===== config.mk =====
export PLATFORM = sky130hd
export DESIGN_NAME = vedic_mul_pipe
export DESIGN_NICKNAME = d
export VERILOG_FILES = /design/src/rtl/vedic_pkg.sv /design/src/rtl/vedic_nxn_comb.sv /design/src/rtl/vedic_mul_pipe.sv
export SDC_FILE = /design/constraint.sdc
export NUM_CORES = 1
export LEC_CHECK = 0
export BUFFER_PORTS_ARGS = -buffer_cell sky130_fd_sc_hd__clkbuf_2
export CAP_MARGIN = 20
export CORE_ASPECT_RATIO = 1.4
export CORE_MARGIN = 5
export CORE_UTILIZATION = 45
export CTS_CLUSTER_DIAMETER = 30
export DETAILED_ROUTE_END_ITERATION = 10
export GPL_TIMING_DRIVEN = 0
export SYNTH_ARGS = -nofsm -noshare
export SYNTH_HDL_FRONTEND = slang
export SYNTH_SLANG_ARGS = --single-unit

===== constraint.sdc =====
create_clock -name clk -period 8.95 [get_ports clk]
set_input_delay 1.3425 -clock clk [delete_from_list [all_inputs] [get_ports clk]]
set_output_delay 1.3425 -clock clk [all_outputs]
set_load 0.02 [all_outputs]

===== src/rtl/vedic_pkg.sv =====
// ---------------------------------------------------------------------------
// vedic_pkg
// Shared helpers for the Vedic multiplier blocks.
//   clog2   : ceiling log2 of a positive integer (constant function)
//   is_pow2 : true when n is a positive power of two; used to reject bad widths
// Widths are derived locally from each module's own parameters; nothing global.
// ---------------------------------------------------------------------------
package vedic_pkg;

    function automatic int clog2(input int n);
        int r;
        int v;
        r = 0;
        v = n - 1;
        while (v > 0) begin
            r++;
            v = v >> 1;
        end
        return r;
    endfunction

    function automatic bit is_pow2(input int n);
        return (n > 0) && ((n & (n - 1)) == 0);
    endfunction

endpackage


===== src/rtl/vedic_nxn_comb.sv =====
// ---------------------------------------------------------------------------
// vedic_nxn_comb
// Combinational, recursive N x N unsigned Vedic (Urdhva-Tiryagbhyam) multiplier.
//   N = 2 : AND terms combined with two half adders.
//   N > 2 : four N/2 x N/2 sub-products combined by shift-add.
// Ports:
//   a [N-1:0]   multiplicand
//   b [N-1:0]   multiplier
//   p [2N-1:0]  unsigned product a*b
// N must be a power of two >= 2 (checked by the instantiating block).
// ---------------------------------------------------------------------------
module vedic_nxn_comb #(
    parameter int N = 2
) (
    input  logic [N-1:0]   a,
    input  logic [N-1:0]   b,
    output logic [2*N-1:0] p
);

    generate
        if (N == 2) begin : g_base
            logic t10;
            logic t01;
            logic t11;
            logic c1;

            assign t10 = a[1] & b[0];
            assign t01 = a[0] & b[1];
            assign t11 = a[1] & b[1];

            // Column 1 half adder, then column 2 half adder absorbs its carry.
            assign p[0] = a[0] & b[0];
            assign p[1] = t10 ^ t01;
            assign c1   = t10 & t01;
            assign p[2] = t11 ^ c1;
            assign p[3] = t11 & c1;
        end else begin : g_rec
            localparam int H = N / 2;

            logic [N-1:0] qll;
            logic [N-1:0] qhl;
            logic [N-1:0] qlh;
            logic [N-1:0] qhh;

            vedic_nxn_comb #(.N(H)) u_ll (.a(a[H-1:0]), .b(b[H-1:0]), .p(qll));
            vedic_nxn_comb #(.N(H)) u_hl (.a(a[N-1:H]), .b(b[H-1:0]), .p(qhl));
            vedic_nxn_comb #(.N(H)) u_lh (.a(a[H-1:0]), .b(b[N-1:H]), .p(qlh));
            vedic_nxn_comb #(.N(H)) u_hh (.a(a[N-1:H]), .b(b[N-1:H]), .p(qhh));

            // Cross terms sit H places up, the high term N places up; never overflows 2N bits.
            assign p = {{N{1'b0}}, qll}
                     + ({{N{1'b0}}, qhl} << H)
                     + ({{N{1'b0}}, qlh} << H)
                     + {qhh, {N{1'b0}}};
        end
    endgenerate

endmodule


===== src/rtl/vedic_mul_pipe.sv =====
// ---------------------------------------------------------------------------
// vedic_mul_pipe
// Two-stage pipelined WIDTH x WIDTH Vedic multiplier, unsigned or signed,
// with valid/ready handshakes on both sides (2-entry FIFO behaviour).
//   S1: sign/magnitude split and four H x H quadrant products (H = WIDTH/2).
//   S2: shift-add of the quadrants, optional negation, registered output.
// Ports:
//   clk, rst               clock, asynchronous active-high reset
//   in_valid / in_ready    operand handshake
//   in_signed              1 = two's-complement operands (only if SIGNED_EN)
//   in_a, in_b [WIDTH]     operands
//   out_valid / out_ready  product handshake
//   out_p [2*WIDTH]        product
// ---------------------------------------------------------------------------
module vedic_mul_pipe
    import vedic_pkg::*;
#(
    parameter int WIDTH     = 8,
    parameter bit SIGNED_EN = 1'b1
) (
    input  logic                 clk,
    input  logic                 rst,
    input  logic                 in_valid,
    output logic                 in_ready,
    input  logic                 in_signed,
    input  logic [WIDTH-1:0]     in_a,
    input  logic [WIDTH-1:0]     in_b,
    output logic                 out_valid,
    input  logic                 out_ready,
    output logic [2*WIDTH-1:0]   out_p
);

    localparam int H = WIDTH / 2;

    generate
        if (!is_pow2(WIDTH) || (WIDTH < 4)) begin : g_bad_width
            $error("vedic_mul_pipe: WIDTH must be a power of two and >= 4");
        end
    endgenerate

    logic             sgn;
    logic             neg_c;
    logic [WIDTH-1:0] mag_a;
    logic [WIDTH-1:0] mag_b;
    logic [WIDTH-1:0] qll_c;
    logic [WIDTH-1:0] qhl_c;
    logic [WIDTH-1:0] qlh_c;
    logic [WIDTH-1:0] qhh_c;

    logic             s1_valid;
    logic             neg_r;
    logic [WIDTH-1:0] qll_r;
    logic [WIDTH-1:0] qhl_r;
    logic [WIDTH-1:0] qlh_r;
    logic [WIDTH-1:0] qhh_r;

    logic               s1_load;
    logic               s2_load;
    logic [2*WIDTH-1:0] sum;
    logic [2*WIDTH-1:0] p_next;

    assign sgn   = SIGNED_EN ? in_signed : 1'b0;
    assign neg_c = sgn & (in_a[WIDTH-1] ^ in_b[WIDTH-1]);

    // Magnitude of the most negative value wraps to 2^(WIDTH-1), which is still
    // the correct unsigned magnitude in WIDTH bits.
    assign mag_a = (sgn && in_a[WIDTH-1]) ? (~in_a + WIDTH'(1)) : in_a;
    assign mag_b = (sgn && in_b[WIDTH-1]) ? (~in_b + WIDTH'(1)) : in_b;

    vedic_nxn_comb #(.N(H)) u_qll (.a(mag_a[H-1:0]),     .b(mag_b[H-1:0]),     .p(qll_c));
    vedic_nxn_comb #(.N(H)) u_qhl (.a(mag_a[WIDTH-1:H]), .b(mag_b[H-1:0]),     .p(qhl_c));
    vedic_nxn_comb #(.N(H)) u_qlh (.a(mag_a[H-1:0]),     .b(mag_b[WIDTH-1:H]), .p(qlh_c));
    vedic_nxn_comb #(.N(H)) u_qhh (.a(mag_a[WIDTH-1:H]), .b(mag_b[WIDTH-1:H]), .p(qhh_c));

    // S2 takes S1 whenever the output register is empty or being drained;
    // S1 can accept whenever it is empty or moving into S2 this cycle.
    assign s2_load  = s1_valid && (!out_valid || out_ready);
    assign in_ready = !s1_valid || !out_valid || out_ready;
    assign s1_load  = in_valid && in_ready;

    assign sum = {{WIDTH{1'b0}}, qll_r}
               + ({{WIDTH{1'b0}}, qhl_r} << H)
               + ({{WIDTH{1'b0}}, qlh_r} << H)
               + {qhh_r, {WIDTH{1'b0}}};

    // A zero magnitude negates to zero, so no special case for signed zero.
    assign p_next = neg_r ? (~sum + (2*WIDTH)'(1)) : sum;

    // Stage 1: capture quadrant products and sign with their valid flag.
    always_ff @(posedge clk or posedge rst) begin
        if (rst) begin
            s1_valid <= 1'b0;
            neg_r    <= 1'b0;
            qll_r    <= '0;
            qhl_r    <= '0;
            qlh_r    <= '0;
            qhh_r    <= '0;
        end else begin
            if (s1_load) begin
                s1_valid <= 1'b1;
                neg_r    <= neg_c;
                qll_r    <= qll_c;
                qhl_r    <= qhl_c;
                qlh_r    <= qlh_c;
                qhh_r    <= qhh_c;
            end else if (s2_load) begin
                s1_valid <= 1'b0;
            end
        end
    end

    // Stage 2: hold the product while the consumer stalls.
    always_ff @(posedge clk or posedge rst) begin
        if (rst) begin
            out_valid <= 1'b0;
            out_p     <= '0;
        end else begin
            if (s2_load) begin
                out_valid <= 1'b1;
                out_p     <= p_next;
            end else if (out_ready) begin
                out_valid <= 1'b0;
            end
        end
    end

endmodule


==> impl_results.md <==
- CTS clk-pin slew, worst paths: 0.07 ns
- FF+latch count, synth: 51
- Post-synthesis cell count: 558
- Initial Utilization: 46.21%
- Synthesized Nets: 679
- Die area: 13,460 sq um
- DR top layer: met4
- Longest Clk Path Bufs: 2
- Chip height: 135.3 microns
- Max Fclk: 175.3 MHz
- PD cells: 275.5 nW/um^2
- Post-CTS Setup Inserts: 0
- Final Hold Violating Endpoints: 0
- Routed WL per cell: 13.87 microns
- First-pass GRT wire length: 18.11 mm
- Peak supply drop: 0.1148 mV
- Average size of a mapped cell: 9.045 sq um
- DR iter-0 viols: 100
- Pre-antenna DRT Iters: 4
- Synth warn: 0
- Max-slew headroom: 34.08%
- Vias per cell: 5.170
- Fin crit share: 63.75%
- CTS tree: yes
- RSZ-0062 raised after global routing: false
- Ys async rst share: 100.0%
- Met3 WL post-DR: 404 microns
- Final clock skew: 0.009388 ns
- Static leakage: 2.855 nW
- Fin crit period: 5.705 ns
- Worst hold path type: reg -> reg
- DRC: 0
- Routed wire length on met2: 5.530 mm
- Status: finished, final reports clean
- Cts hold-fix bufs: 0
- Crit path required time: 9.11 ns
- Tightest Pin Transition: 0.9818 ns
- Via Count: 3,857
- CTS H-Tree Depth: 2
- Vias in the first global route: 3,927
- Diodes inserted: 0
- Critical path type: in -> reg
- Cell Area, Synth: 5047 sq um
- Synth Flop Type: dfrtp_1
- Area Overhead vs Synth: 10.73%
- Setup TNS: 0 ns
- Total grt overflow: 0
- CP startpoint kind: primary input
- Number of port buffers: 38
- Arrival time worst endpoint: 5.87 ns
- Worst-skew pair later-pin latency: 0.29 ns
- Final-report setup violation count: 0
- Setup crit end kind: flip-flop
- Num CTS Buffers: 5
- Clock Sinks: 51
- ANT nets after route: 0
- Placer congestion estimate: 0.7863
- Final nets: 725
- Row count: 45
- Routed Wire Length: 10.35 mm
- Post-synth EDFFs: 0
- Core Region: 10,920 sq um
- # resized after CTS: 0
- Crit Path Max Fanout: 9
- Final HPWL DP: 8.897 mm
- Total GRT Usage: 16.43%
- Max Slew Vio Count: 0
- Share of cells above drive strength 1: 13.88%
- Initial antenna violation count: 0
- Design Power: 1.540 mW
- Maximum number of pins on one net before global-route repair: 37
- Unique masters post-synth: 53
- Chip Width: 99.51 microns
- Seq/Total Area, Yosys: 25.29%
- Root Driver: clkbuf_16
- Metal-1 WL: 4.199 mm
- Ports: 39
- Maxcap violations: 0
==> cell usage in the layout, fill, tap and decap left out, types with 8 or more instances in the layout <==
master / n
ha_1: 75
nor2_1: 73
inv_1: 58
dfrtp_1: 51
nand2_1: 49
clkbuf_2: 38
o21ai_0: 35
fa_1: 25
xor2_1: 24
xnor2_1: 23
a21oi_1: 22
mux2_2: 15
a21o_1: 11
o31ai_1: 8
==> logic make-up after synthesis <==
family | share of synthesized area [%]
compound gates | 12.62
flops | 25.28
mux | 4.338
fa+ha+maj | 28.51
simple gates | 15.25
buf+inv | 5.850
xor+xnor | 8.156
==> metal layers <==
metal  vias up  global-route usage, %
li1       1973                      -
met1      1802                  18.32
met2        70                  31.80
met3        12                  1.958
met4         0                  5.315
met5         -                      0
==> where the power goes <==
part	switching (mW)	total, mW	internal [mW]	leakage, nW
combinational	0.556	0.973	0.417	2.15
clock	0.0865	0.198	0.112	0.0731
sequential	0.0571	0.368	0.311	0.636
total	0.699	1.54	0.840	2.85
==> metrics by stage <==
step	instances	cell area, sq um	hold slack (ns)	setup slack [ns]	utilization, %
3_3_place_gp	737	5414	0.4633	2.948	49.56
3_5_place_dp	738	5434	0.4716	2.821	49.75
2_1_floorplan	558	5047	0.4688	3.714	-
4_1_cts	746	5589	0.4853	3.125	51.17
5_1_grt	746	5589	0.5178	2.837	51.17
6_report	746	5589	0.4752	3.245	51.17
==> worst paths after layout <==
check / start / end / slack (ns) / depth (start not counted)
setup reg to reg: qll_r[5]$_DFFE_PP0P_ / out_p[15]$_DFFE_PP0P_ / 5.33 / 11
max in group asynchronous: rst / qhh_r[7]$_DFFE_PP0P_ / 7.44 / 3
min in group asynchronous: rst / out_p[10]$_DFFE_PP0P_ / 1.00 / 2
setup / recovery: in_a[0] / qhl_r[7]$_DFFE_PP0P_ / 3.24 / 19
hold / removal: out_p[4]$_DFFE_PP0P_ / out_p[4]$_DFFE_PP0P_ / 0.48 / 2
hold reg to reg: out_p[4]$_DFFE_PP0P_ / out_p[4]$_DFFE_PP0P_ / 0.48 / 2
==> layout make-up <==
class | instances | area (sq um)
Fill cell | 1059 | 5334
Buffer | 14 | 66.31
Timing Repair Buffer | 39 | 210.2
Inverter | 61 | 229.0
Tap cell | 141 | 176.4
Multi-Input combinational cell | 432 | 3476
Sequential cell | 51 | 1276
Clock buffer | 6 | 138.9
Clock inverter | 2 | 16.27
==> state kept, by name, indices dropped and copies added (netlist names) <==
name	flops
out_p	16
neg_r	1
s1_valid	1
out_valid	1
qhl_r	8
qll_r	8
qhh_r	8
qlh_r	8
==> synthesized netlist by cell type (all sizes together), types with 6 or more instances <==
library cell / n / share of area (%)
nand2: 49 / 3.6
mux2: 15 / 3.3
nor2b: 7 / 0.87
xnor2: 23 / 4.0
nor3: 6 / 0.59
o31ai: 8 / 1.2
xor2: 24 / 4.2
fa: 25 / 9.9
o21ai: 36 / 3.6
a21oi: 23 / 2.4
clkbuf: 7 / 0.52
buf: 7 / 0.79
ha: 75 / 19
dfrtp: 51 / 25
inv: 59 / 4.4
nor2: 73 / 5.4
a21o: 12 / 1.8
nand3: 7 / 0.69
==> worst max-delay path, cell delays in order <==
cell and delay (ns):
clkbuf_2 0.10, clkinv_1 0.19, ha_1 0.24, a21oi_1 0.09, xnor2_1 0.77, nor2_1 0.12
ha_1 0.23, ha_1 0.27, ha_1 0.16, inv_1 0.05, fa_1 0.37, xor2_1 0.19
fa_1 0.53, inv_1 0.06, fa_1 0.45, a21o_1 0.19, a21oi_1 0.16, xor2_1 0.24
o21ai_0 0.10
(Power assumes the default switching activity.)
